File: src/rtl/mul_share_arb.sv
// Round-robin arbiter that shares one start/ack multiplier among N requesters.
// Define MUL_ARB_TIMEOUT_EN to add a WAIT_ACK watchdog that raises a sticky err.
module mul_share_arb #(
   parameter int N       = 4,
   parameter int W       = 8,
   parameter int TIMEOUT = 1023
) (
   input  logic             Clk,
   input  logic             Rst_n,
   input  logic [N-1:0]     req,
   input  logic [N*W-1:0]   op_a,
   input  logic [N*W-1:0]   op_b,
   output logic [N-1:0]     grant,
   output logic [N-1:0]     done,
   output logic [2*W-1:0]   result,
   output logic             busy,
   output logic             err,
   output logic             mul_start,
   output logic [W-1:0]     mul_a,
   output logic [W-1:0]     mul_b,
   input  logic [2*W-1:0]   mul_r,
   input  logic             mul_ack
);

   localparam int PW = (N > 1) ? $clog2(N) : 1;

   if (N < 2 || N > 8 || TIMEOUT < 1) begin : g_param_check
      $error("mul_share_arb: parameter out of range");
   end

   typedef enum logic [2:0] {IDLE, ISSUE, WAIT_CLR, WAIT_ACK, DONE} state_t;

   state_t        state;
   logic [PW-1:0] ptr;
   logic [PW-1:0] gidx;
   logic [PW-1:0] sel;
   logic [PW-1:0] cand;
   logic          found;
   logic [N-1:0]  sel_onehot;
   logic [W-1:0]  sel_a;
   logic [W-1:0]  sel_b;

`ifdef MUL_ARB_TIMEOUT_EN
   localparam int CW = $clog2(TIMEOUT + 1);
   logic [CW-1:0] wcnt;
`else
   assign err = 1'b0;
`endif

   // First requester at or after ptr, wrapping modulo N, plus its operand slices.
   always_comb begin
      found      = 1'b0;
      sel        = '0;
      cand       = '0;
      sel_onehot = '0;
      sel_a      = '0;
      sel_b      = '0;
      for (int unsigned i = 0; i < N; i++) begin
         cand = PW'((32'(ptr) + i) % N);
         if (!found && req[cand]) begin
            found = 1'b1;
            sel   = cand;
         end
      end
      for (int unsigned i = 0; i < N; i++) begin
         if (sel == PW'(i)) begin
            sel_onehot[i] = 1'b1;
            sel_a         = op_a[i*W +: W];
            sel_b         = op_b[i*W +: W];
         end
      end
   end

   always_ff @(posedge Clk or negedge Rst_n) begin
      if (!Rst_n) begin
         state     <= IDLE;
         grant     <= '0;
         done      <= '0;
         result    <= '0;
         busy      <= 1'b0;
         mul_start <= 1'b0;
         mul_a     <= '0;
         mul_b     <= '0;
         ptr       <= '0;
         gidx      <= '0;
`ifdef MUL_ARB_TIMEOUT_EN
         err       <= 1'b0;
         wcnt      <= '0;
`endif
      end else begin
         case (state)
            IDLE: begin
               if (|req) begin
                  grant     <= sel_onehot;
                  gidx      <= sel;
                  mul_a     <= sel_a;
                  mul_b     <= sel_b;
                  mul_start <= 1'b1;
                  busy      <= 1'b1;
                  state     <= ISSUE;
               end
            end
            ISSUE: begin
               mul_start <= 1'b0;
               state     <= WAIT_CLR;
            end
            WAIT_CLR: begin
               // mul_ack may still show the previous product here; skip it.
`ifdef MUL_ARB_TIMEOUT_EN
               wcnt  <= '0;
`endif
               state <= WAIT_ACK;
            end
            WAIT_ACK: begin
               if (mul_ack) begin
                  result <= mul_r;
                  done   <= grant;
                  state  <= DONE;
               end
`ifdef MUL_ARB_TIMEOUT_EN
               else if (wcnt == CW'(TIMEOUT - 1)) begin
                  result <= '0;
                  err    <= 1'b1;
                  done   <= grant;
                  state  <= DONE;
               end else begin
                  wcnt <= wcnt + 1'b1;
               end
`endif
            end
            DONE: begin
               done  <= '0;
               grant <= '0;
               busy  <= 1'b0;
               ptr   <= (gidx == PW'(N - 1)) ? '0 : gidx + 1'b1;
               state <= IDLE;
            end
            default: state <= IDLE;
         endcase
      end
   end

endmodule
File: config.mk
export PLATFORM = sky130hd
export DESIGN_NAME = mul_share_arb
export DESIGN_NICKNAME = d
export VERILOG_FILES = /design/src/rtl/mul_share_arb.sv
export SDC_FILE = /design/constraint.sdc
export NUM_CORES = 1
export LEC_CHECK = 0
export CORE_MARGIN = 2
export CORE_UTILIZATION = 25
export CTS_BUF_LIST = sky130_fd_sc_hd__clkbuf_16
export CTS_CLUSTER_DIAMETER = 30
export DETAILED_ROUTE_END_ITERATION = 8
export PLACE_DENSITY = 0.67
export SETUP_SLACK_MARGIN = 0.2
export SYNTH_ARGS = -nofsm -noshare
export SYNTH_HDL_FRONTEND = slang
export SYNTH_SLANG_ARGS = --single-unit
File: constraint.sdc
create_clock -name Clk -period 2 [get_ports Clk]
set_input_delay 0.3 -clock Clk [delete_from_list [all_inputs] [get_ports Clk]]
set_output_delay 0.3 -clock Clk [all_outputs]
set_load 0.02 [all_outputs]
==> results.yml, run 1 <==
status:
  outcome: "finished, final reports clean"
finish:
  syn_to_final_growth_pct: 81.6
  layout_commonest_cell: "clkdlybuf4s50_1"
  design.final.nets: 493
  fin_cells: 517
  antenna_cells: 0
  ratio_of_cells_with_drive_above_1_in_the_final_layout_pct: 17.2
  layout.cells.most_common_list: "clkdlybuf4s50_1 (123), nand2_1 (72), dfrtp_1 (46)"
critical_path:
  timing.reg2reg.setup_slack_ps: 220
  critPathMaxFanout: 4
  r2r.worst_path.cells: 4
  timing.setup.critical_path_class: "flip-flop to flip-flop"
  startpoint_type: "flip-flop"
  crit_path_end_kind: "flip-flop"
  critical_path_arrival_ps: 1950
  cp.required_ps: 2170
place:
  place_inst: 499
  placed_wire_length_estimate_um: 5530
  place.port_buffers: 128
  finalWeightedCongestion: 0.762
logic_synthesis:
  synth_async_sr_flop_share_pct: 100
  syn-instance-count: 249
  netlist.top_cell.by_area: "dfrtp_1"
  yosysUniqueCellTypes: 38
  postSynthAreaPerCell_um2: 9.51
  post_synthesis_instance_area_um2: 2370
  synth_top_flop_cell: "dfrtp_1"
  synth-seq-area-share_pct: 51.8
  synth-edff-count: 0
  synth_top_area_share_pct: 51.8
  total_number_of_yosys_warnings: 0
  synth_nets: 337
  synth.ff_latch_count: 49
  netlist_top_cells_area: "dfrtp_1 (52%), nand2_1 (11%), mux2i_1 (6.3%)"
clock_tree:
  cts_tree: "yes"
  clock_tree.root_cell: "clkbuf_16"
  tritoncts_num_sinks: 49
  h-tree-depth: 2
  clkLatencyLatePin_ps: 280
  clockBufferDepth: 2
  clk_pin_slew_worst_paths_ps: 70
  cts_inserted_buffers: 5
  cts.hold.buffers_added: 0
detailed_routing:
  detailedRoute.firstPassIterationCount: 4
  wl_per_cell_um: 14.5
  postRouteWirelength_um: 7480
  via_count: 2383
  first_iter_violations: 99
  drc: 0
  drt.antenna.violating_nets: 0
  vias_per_cell: 4.61
floorplanning:
  die_height_um: 101
  die-area_um2: 10300
  row_count: 35
  initial_core_util_pct: 25.8
  floorplan.io_pins: 130
  die_width_um: 101
  floorplan.core_area_um2: 9200
hold_path:
  worstHoldPathType: "input pin to asynchronous set/reset pin"
sta:
  maxSlewHeadroom_pct: 60.5
  rsz_0062_raised_after_global_routing: "no"
  final.setup.tns_ps: 0
  worst-slew-pin-transition_ps: 593
  drv_slew: 0
  worst_clock_skew_ps: 3.72
  achievable-frequency_mhz: 562
  final.hold.worst_slack_ps: 13.0
  timing.final.crit_period_ps: 1780
  period_share_pct: 89.0
  report.final.setup_viol: 0
  timing.final.hold_violations: 0
grt:
  grt_antenna_before_repair: 0
  largest_net_degree_at_the_start_of_global_routing: 26
  grt_usage_pct: 14.6
  grt_first_pass_wirelength_um: 11900
  grt_pass1_vias: 2559
  globalRouteOverflowTotal: 0
run:
  timing.max_cap.violations: 0
power_and_ir_drop:
  power.leakage_nw: 1.88
  ir_worst_vdd_mv: 0.551
  power_density_nw_per_um2: 1360
## registers in the layout (all words and copies together), names as in the netlist
name       cells
state          3
mul_start      1
busy           1
grant          4
gidx           2
ptr            2
mul_a          8
done           4
mul_b          8
result        16
## where the power goes
group          leakage (nW)  switching (W)  internal [W]
registers             0.586       0.000301       0.00145
logic                  1.22        0.00155       0.00168
clock network        0.0704       0.000379      0.000470
total                  1.88        0.00223       0.00360
## metal layers
metal	GRT usage, %	vias to the layer above	part of all wire [%]
met2	27.0	89	51
met1	15.5	1106	40
li1	-	1180	-
met5	0	-	0
met4	4.26	0	1.3
met3	5.11	8	7.7
## cell usage after synthesis (2+ instances only)
cell / count
dfrtp_1: 49
buf_6: 2
o22ai_1: 15
nor2b_1: 2
buf_4: 4
nand3_1: 9
nor2_1: 22
o21ai_0: 4
o31ai_1: 2
mux2i_1: 15
a21oi_1: 4
buf_2: 2
clkbuf_1: 5
inv_1: 4
nand2_1: 72
a211oi_1: 16
## worst max-delay path, stage by stage (launching register included)
cell	delay [ps]
dfrtp_2	430
or4_4	590
buf_4	160
a41o_1	200
o32a_1	280
## cell families (layout without fill, tap and decap cells)
| family | count (synthesis) | count (layout) | synth area share [%] |
|---|---|---|---|
| and+or+nand+nor | 117 | 117 | 22.3 |
| DFF | 49 | 49 | 51.8 |
| AOI/OAI and AO/OA | 48 | 48 | 14.4 |
| buffers and inverters | 17 | 174 | 4.07 |
| muxes | 16 | 16 | 6.81 |
| adders and majority gates | 1 | 1 | 0.528 |
| other | 1 | 1 | 0.158 |
## timing repair
item,4_1_cts,5_1_grt
pin swaps,10,7
buffers inserted,4,5
resized for setup,8,23
setup endpoints to repair,18,16
gates cloned,1,0
## path summary, 6_finish.rpt
| kind | startpoint | end |
|---|---|---|
| worst max-delay path | state[1]$_DFFE_PN0P_ | mul_a[7]$_DFFE_PN0P_ |
| worst min-delay path | Rst_n | result[0]$_DFFE_PN0P_ |
| worst max register to register | state[1]$_DFFE_PN0P_ | mul_a[7]$_DFFE_PN0P_ |
| worst min register to register | result[0]$_DFFE_PN0P_ | result[0]$_DFFE_PN0P_ |
| max in group asynchronous | Rst_n | ptr[1]$_DFFE_PN0P_ |
| min in group Clk | result[0]$_DFFE_PN0P_ | result[0]$_DFFE_PN0P_ |
## final cells by class
cell class	count	area (µm²)
fillers	898	4900
clock inverters	3	25.0
well taps	111	139
clock buffers	5	125
flip-flops and latches	49	1230
inverters	4	15.0
repair buffers	162	1620
multi-input cells	183	1140
## through the flow
stage,cell area [µm²],util [%],worst slack [ps],power (W)
6_report,4300,46.8,220,0.00583
4_1_cts,4160,45.3,201,0.00572
3_3_place_gp,3930,42.7,-330,0.00462
5_1_grt,4300,46.8,201,0.00623
3_5_place_dp,3930,42.7,-396,0.00471
2_1_floorplan,2370,-,324,0.00327
Note: power is estimated with default switching activity, not from simulation.
==> run 2, diff against run 1 <==
--- a/config.mk
+++ b/config.mk
@@ -11,6 +11,7 @@
 export CTS_CLUSTER_DIAMETER = 30
 export DETAILED_ROUTE_END_ITERATION = 8
 export PLACE_DENSITY = 0.67
+export REMOVE_ABC_BUFFERS = 1
 export SETUP_SLACK_MARGIN = 0.2
 export SYNTH_ARGS = -nofsm -noshare
 export SYNTH_HDL_FRONTEND = slang
==> run 2 against run 1 <==
  * Core utilization shrank 1.5 points
  * Clock skew grew 2.4 ps
  * Global-route usage shrank 0.49 points
  * Non-clock buffer count shrank 6
  * Sequential power is essentially flat
  * Register-to-register slack gained 90 ps
  * Count of clock-buffer cells in the layout is the same
==> results.yml, run 2 (same netlist as run 1, synthesis figures left out) <==
detailed_routing:
  vias_per_cell: 4.60
  first_iter_violations: 77
  drc: 0
  postRouteWirelength_um: 7210
  detailedRoute.firstPassIterationCount: 4
  wl_per_cell_um: 14.1
  drt.antenna.violating_nets: 0
  via_count: 2351
clock_tree:
  clkLatencyLatePin_ps: 280
  clock_tree.root_cell: "clkbuf_16"
  h-tree-depth: 2
  tritoncts_num_sinks: 49
  clk_pin_slew_worst_paths_ps: 70
  clockBufferDepth: 2
  cts_inserted_buffers: 5
  cts_tree: "yes"
finish:
  ratio_of_cells_with_drive_above_1_in_the_final_layout_pct: 12.5
  nFillCells: 899
  largest_register_ffs: 16
  syn_to_final_growth_pct: 75.6
  antenna_cells: 0
  layout.cells.most_common_list: "clkdlybuf4s50_1 (123), nand2_1 (72), dfrtp_1 (49)"
  final_core_util_pct: 45.2
  biggestRegsByFlops: "result (16), mul_a (8), mul_b (8)"
  layout_commonest_cell: "clkdlybuf4s50_1"
  design.final.nets: 487
  largest_register: "result"
power_and_ir_drop:
  power.leakage_nw: 1.84
  total_power_w: 0.00555
  ir_worst_vdd_mv: 0.448
  power_density_nw_per_um2: 1330
grt:
  largest_net_degree_at_the_start_of_global_routing: 22
  grt_pass1_vias: 2474
  grt_usage_pct: 14.1
  globalRouteOverflowTotal: 0
  grt_first_pass_wirelength_um: 11300
  grt_antenna_before_repair: 0
critical_path:
  startpoint_type: "flip-flop"
  crit_path_end_kind: "flip-flop"
  critical_path_arrival_ps: 1880
  r2r.worst_path.cells: 7
  critPathMaxFanout: 9
  timing.rr.end: "mul_a[2]$_DFFE_PN0P_"
  timing.reg2reg.setup_slack_ps: 310
  worstReg2RegStart: "ptr[1]$_DFFE_PN0P_"
  timing.setup.critical_path_class: "flip-flop to flip-flop"
  cp.required_ps: 2190
status:
  outcome: "finished, final reports clean"
place:
  placed_wire_length_estimate_um: 5680
  finalWeightedCongestion: 0.828
  place.port_buffers: 128
floorplanning:
  die_height_um: 101
  initial_core_util_pct: 25.8
  die_width_um: 101
  floorplan.core_area_um2: 9200
  floorplan.io_pins: 130
  die-area_um2: 10300
  row_count: 35
hold_path:
  worstHoldPathType: "input pin to asynchronous set/reset pin"
run:
  timing.max_cap.violations: 0
sta:
  report.final.setup_viol: 0
  rsz_0062_raised_after_global_routing: "no"
  achievable-frequency_mhz: 591
  period_share_pct: 84.6
  drv_slew: 0
  timing.final.hold_violations: 0
  worst_clock_skew_ps: 6.12
  timing.final.crit_period_ps: 1690
  final.hold.worst_slack_ps: 443
==> run 2: cell count changes in the layout (fill, tap and decap cells not counted), moves of 2 or more <==
cell,change
a211oi_1,+4
a211oi_2,-4
buf_12,-2
buf_4,-4
dfrtp_1,+3
dfrtp_2,-3
mux2i_1,+3
mux2i_4,-2
nor2b_2,-2
==> run 2: worst max-delay path by stage <==
stage,to,startpoint,slack [ps],cells after the start
finish,mul_a[2]$_DFFE_PN0P_,ptr[1]$_DFFE_PN0P_,310,7
global placement,mul_b[3]$_DFFE_PN0P_,req[3],-300,5
detailed placement,mul_b[7]$_DFFE_PN0P_,req[3],-390,5
global route,mul_a[1]$_DFFE_PN0P_,ptr[1]$_DFFE_PN0P_,210,7
floorplan,mul_a[0]$_DFFE_PN0P_,state[1]$_DFFE_PN0P_,-1360,4
CTS,mul_b[1]$_DFFE_PN0P_,req[1],190,9
==> run 2: worst max-delay path, cell delays in order (launching register included) <==
cell	delay, ps
dfrtp_1	490
nand2_1	120
a221oi_2	260
buf_4	170
nor2_4	60
clkbuf_16	160
mux2i_1	120
a211oi_1	220
==> run 2: layer usage <==
| metal | share of wire, % | vias up | wire length (µm) | GRT usage, % |
|---|---|---|---|---|
| met3 | 9.0 | 7 | 648 | 4.62 |
| li1 | - | 1164 | - | - |
| met2 | 50 | 107 | 3620 | 25.2 |
| met5 | 0 | - | 0 | 0 |
| met4 | 1.3 | 0 | 93 | 4.47 |
| met1 | 39 | 1073 | 2840 | 15.8 |
==> run 2: metrics by stage <==
step	setup TNS [ps]	area, µm²	setup WS [ps]	cells
2_1_floorplan	-24600	2290	-1360	236
3_3_place_gp	-4640	3920	-305	500
3_5_place_dp	-5810	3920	-393	500
4_1_cts	0	4120	193	510
5_1_grt	0	4160	212	511
6_report	0	4160	307	511
==> run 2: what timing repair did <==
item | in CTS | in global routing
hold endpoints to repair | 11 | 0
hold buffers | 1 | 0
gates cloned | 0 | 1
pin swaps | 5 | 1
endpoints found under the setup margin | 16 | 16
resized for setup | 8 | 5
buffers inserted | 1 | 0
==> run 2: layout make-up <==
class / count / area, µm² / share of cell area (%)
Timing Repair Buffer: 156 / 1550 / 37.3
Sequential cell: 49 / 1230 / 29.5
Multi-Input combinational cell: 183 / 1090 / 26.1
Tap cell: 111 / 139 / 3.34
Clock buffer: 5 / 125 / 3.01
Clock inverter: 3 / 17.5 / 0.421
Inverter: 4 / 15.0 / 0.361
==> run 2: where the power goes <==
group / internal, W / total (W) / switching (W) / leakage, nW
Clock: 0.000459 / 0.000812 / 0.000353 / 0.0712
Sequential: 0.00145 / 0.00172 / 0.000274 / 0.590
Combinational: 0.00153 / 0.00302 / 0.00149 / 1.18
==> run 3, diff against run 2 <==
--- a/config.mk
+++ b/config.mk
@@ -10,7 +10,7 @@
 export CTS_BUF_LIST = sky130_fd_sc_hd__clkbuf_16
 export CTS_CLUSTER_DIAMETER = 30
 export DETAILED_ROUTE_END_ITERATION = 8
-export PLACE_DENSITY = 0.67
+export PLACE_DENSITY = 0.69
 export REMOVE_ABC_BUFFERS = 1
 export SETUP_SLACK_MARGIN = 0.2
 export SYNTH_ARGS = -nofsm -noshare
==> constraint.sdc (replaced) <==
create_clock -name Clk -period 1.43 [get_ports Clk]
set_input_delay 0.2145 -clock Clk [delete_from_list [all_inputs] [get_ports Clk]]
set_output_delay 0.2145 -clock Clk [all_outputs]
set_load 0.02 [all_outputs]
==> run 3 against run 2 <==
  * The flow now finishes with violations (negative setup slack)
  * Global-route usage grew 1.4 points
  * Count of clock-buffer cells in the layout is the same
  * Cell area grew 7.5%
  * Largest power group unchanged
  * Core utilization grew 3.4 points
  * Die area is the same
  * Clock skew is essentially flat
  * Critical endpoint is now mul_a[7]$_DFFE_PN0P_
  * Hold slack is essentially flat
  * Clock power grew 38%
  * Combinational power grew 57%
  * Critical path type unchanged
  * Maximum frequency grew 1.4%
  * Register-to-register slack lost 550 ps
  * Sequential share of layout area shrank 2.1 points
==> results.yml, run 3 (same netlist as run 1, synthesis figures left out) <==
power_and_ir_drop:
  seq_power_share_pct: 29.5
  share_comb_of_total_power_pct: 57.0
  power_density_nw_per_um2: 1850
  p_switching_w: 0.00334
  power.leakage_nw: 2.01
  clockPowerShare_pct: 13.5
  ir_worst_vdd_mv: 0.625
  power.share.switching_pct: 40.2
  cell_internal_pwr_w: 0.00496
detailed_routing:
  via_count: 2523
  top_signal_layer_used: "met4"
  first_iter_violations: 82
  wl_per_cell_um: 15.3
  detailedRoute.firstPassIterationCount: 4
  vias_per_cell: 4.81
  met2RoutedLength_um: 3970
  postRouteWirelength_um: 8040
  routed_length_on_met1_um: 3210
  drc: 0
  wl_met3_um: 671
  drt.antenna.violating_nets: 0
sta:
  achievable-frequency_mhz: 599
  timing.final.crit_period_ps: 1670
  final.hold.worst_slack_ps: 442
  worst_clock_skew_ps: 5.92
  worst_slack_ps: -240
  drv_slew: 0
  period_share_pct: 117
  timing.final.hold_violations: 0
  rsz_0062_raised_after_global_routing: "yes"
  report.final.setup_viol: 20
place:
  placement.cell_area_um2: 3940
  placed_wire_length_estimate_um: 5620
  place.port_buffers: 128
  place_inst: 501
  finalWeightedCongestion: 0.776
floorplanning:
  row_count: 35
  floorplan.core_area_um2: 9200
  floorplan.io_pins: 130
  initial_core_util_pct: 25.8
  die_height_um: 101
  die-area_um2: 10300
  die_width_um: 101
clock_tree:
  clock_tree.root_cell: "clkbuf_16"
  clockBufferDepth: 2
  cts_tree: "yes"
  clk_pin_slew_worst_paths_ps: 60
  tritoncts_num_sinks: 49
  clkLatencyLatePin_ps: 290
  cts_inserted_buffers: 5
  h-tree-depth: 2
critical_path:
  cp.required_ps: 1600
  timing.setup.critical_path_class: "flip-flop to flip-flop"
  startpoint_type: "flip-flop"
  critical_path_arrival_ps: 1840
  timing.critical_path.max_delay_family: "simple AND/OR/NAND/NOR gates"
  critPathMaxFanout: 3
  critical_path.max_stage_delay_ps: 600
  r2r.worst_path.cells: 3
  cp_slowest_cell: "or4_4"
  crit_path_end_kind: "flip-flop"
  timing.rr.end: "mul_a[7]$_DFFE_PN0P_"
  cp_cell_sequence: "or4_4 > a41o_1 > o32a_1"
  worstReg2RegStart: "state[0]$_DFFE_PN0P_"
  critical_path_buf_inv_count: 0
  timing.reg2reg.setup_slack_ps: -240
finish:
  largest_register_ffs: 16
  syn_to_final_growth_pct: 88.8
  design_area_um2: 4470
  antenna_cells: 0
  largest_register: "result"
  ratio_of_cells_with_drive_above_1_in_the_final_layout_pct: 26.4
  final_core_util_pct: 48.6
  fin_cells: 524
  layout.cells.most_common_list: "clkdlybuf4s50_1 (81), nand2_1 (67), dfrtp_1 (49)"
  design.final.nets: 500
  layout_commonest_cell: "clkdlybuf4s50_1"
  nFillCells: 855
  biggestRegsByFlops: "result (16), mul_a (8), mul_b (8)"
grt:
  globalRouteOverflowTotal: 0
  largest_net_degree_at_the_start_of_global_routing: 50
  grt_usage_pct: 15.4
  grt_first_pass_wirelength_um: 12400
  grt_pass1_vias: 2580
  grt_antenna_before_repair: 0
hold_path:
  worstHoldPathType: "input pin to asynchronous set/reset pin"
run:
  timing.max_cap.violations: 0
status:
  violated_checks: "negative setup slack"
  outcome: "finished, violations left"
-- run 3: cell type report --
cell class                      count  area [µm²]  area share, %
Clock inverter                      3        12.5          0.280
Sequential cell                    49        1230           27.4
Tap cell                          111         139           3.11
Multi-Input combinational cell    183        1290           28.8
Clock buffer                        5         125           2.80
Inverter                            4        15.0          0.336
Timing Repair Buffer              169        1670           37.2
-- run 3: tightest hold or removal path, cell delays in order --
cell and delay, ps:
dlygate4sd3_1 510, buf_2 120, buf_12 260
-- run 3: how the worst max path moves through the flow --
stage,from,to,slack (ps),cells past startpoint
2_1_floorplan,state[1]$_DFFE_PN0P_,mul_a[0]$_DFFE_PN0P_,-1930,4
3_3_place_gp,req[2],mul_b[1]$_DFFE_PN0P_,-780,5
3_5_place_dp,req[2],mul_a[5]$_DFFE_PN0P_,-870,5
4_1_cts,state[0]$_DFFE_PN0P_,mul_a[7]$_DFFE_PN0P_,-190,3
5_1_grt,state[0]$_DFFE_PN0P_,mul_a[7]$_DFFE_PN0P_,-270,3
6_report,state[0]$_DFFE_PN0P_,mul_a[7]$_DFFE_PN0P_,-240,3
-- run 3: power groups by stage --
stage / Sequential (W) / Combinational, W / Clock (W)
after detailed placement: 0.00244 / 0.00418 / 0
after CTS: 0.00241 / 0.00446 / 0.00116
after global routing: 0.00251 / 0.00510 / 0.00122
final: 0.00245 / 0.00473 / 0.00112
after floorplan: 0.00308 / 0.00137 / 0
after global placement: 0.00242 / 0.00410 / 0
-- run 3: per-layer routing --
metal | GRT usage [%] | vias up
li1 | - | 1195
met1 | 17.5 | 1186
met2 | 26.9 | 126
met3 | 5.18 | 16
met4 | 5.72 | 0
met5 | 0 | -
-- run 3: repair_timing --
item                                    CTS  global route
pin swaps                                23            15
resized for setup                       100            50
cloned                                    2             0
endpoints found under the setup margin   89            72
hold endpoints to repair                 49             0
hold buffers                              1             0
buffers inserted                          9             3
-- run 3: stage by stage --
step	total power [W]	setup slack [ps]	TNS, ps
floorplan	0.00445	-1930	-37400
global placement	0.00652	-776	-18090
detailed placement	0.00662	-872	-20130
CTS	0.00804	-185	-2910
global route	0.00884	-267	-5990
finish	0.00829	-240	-3700
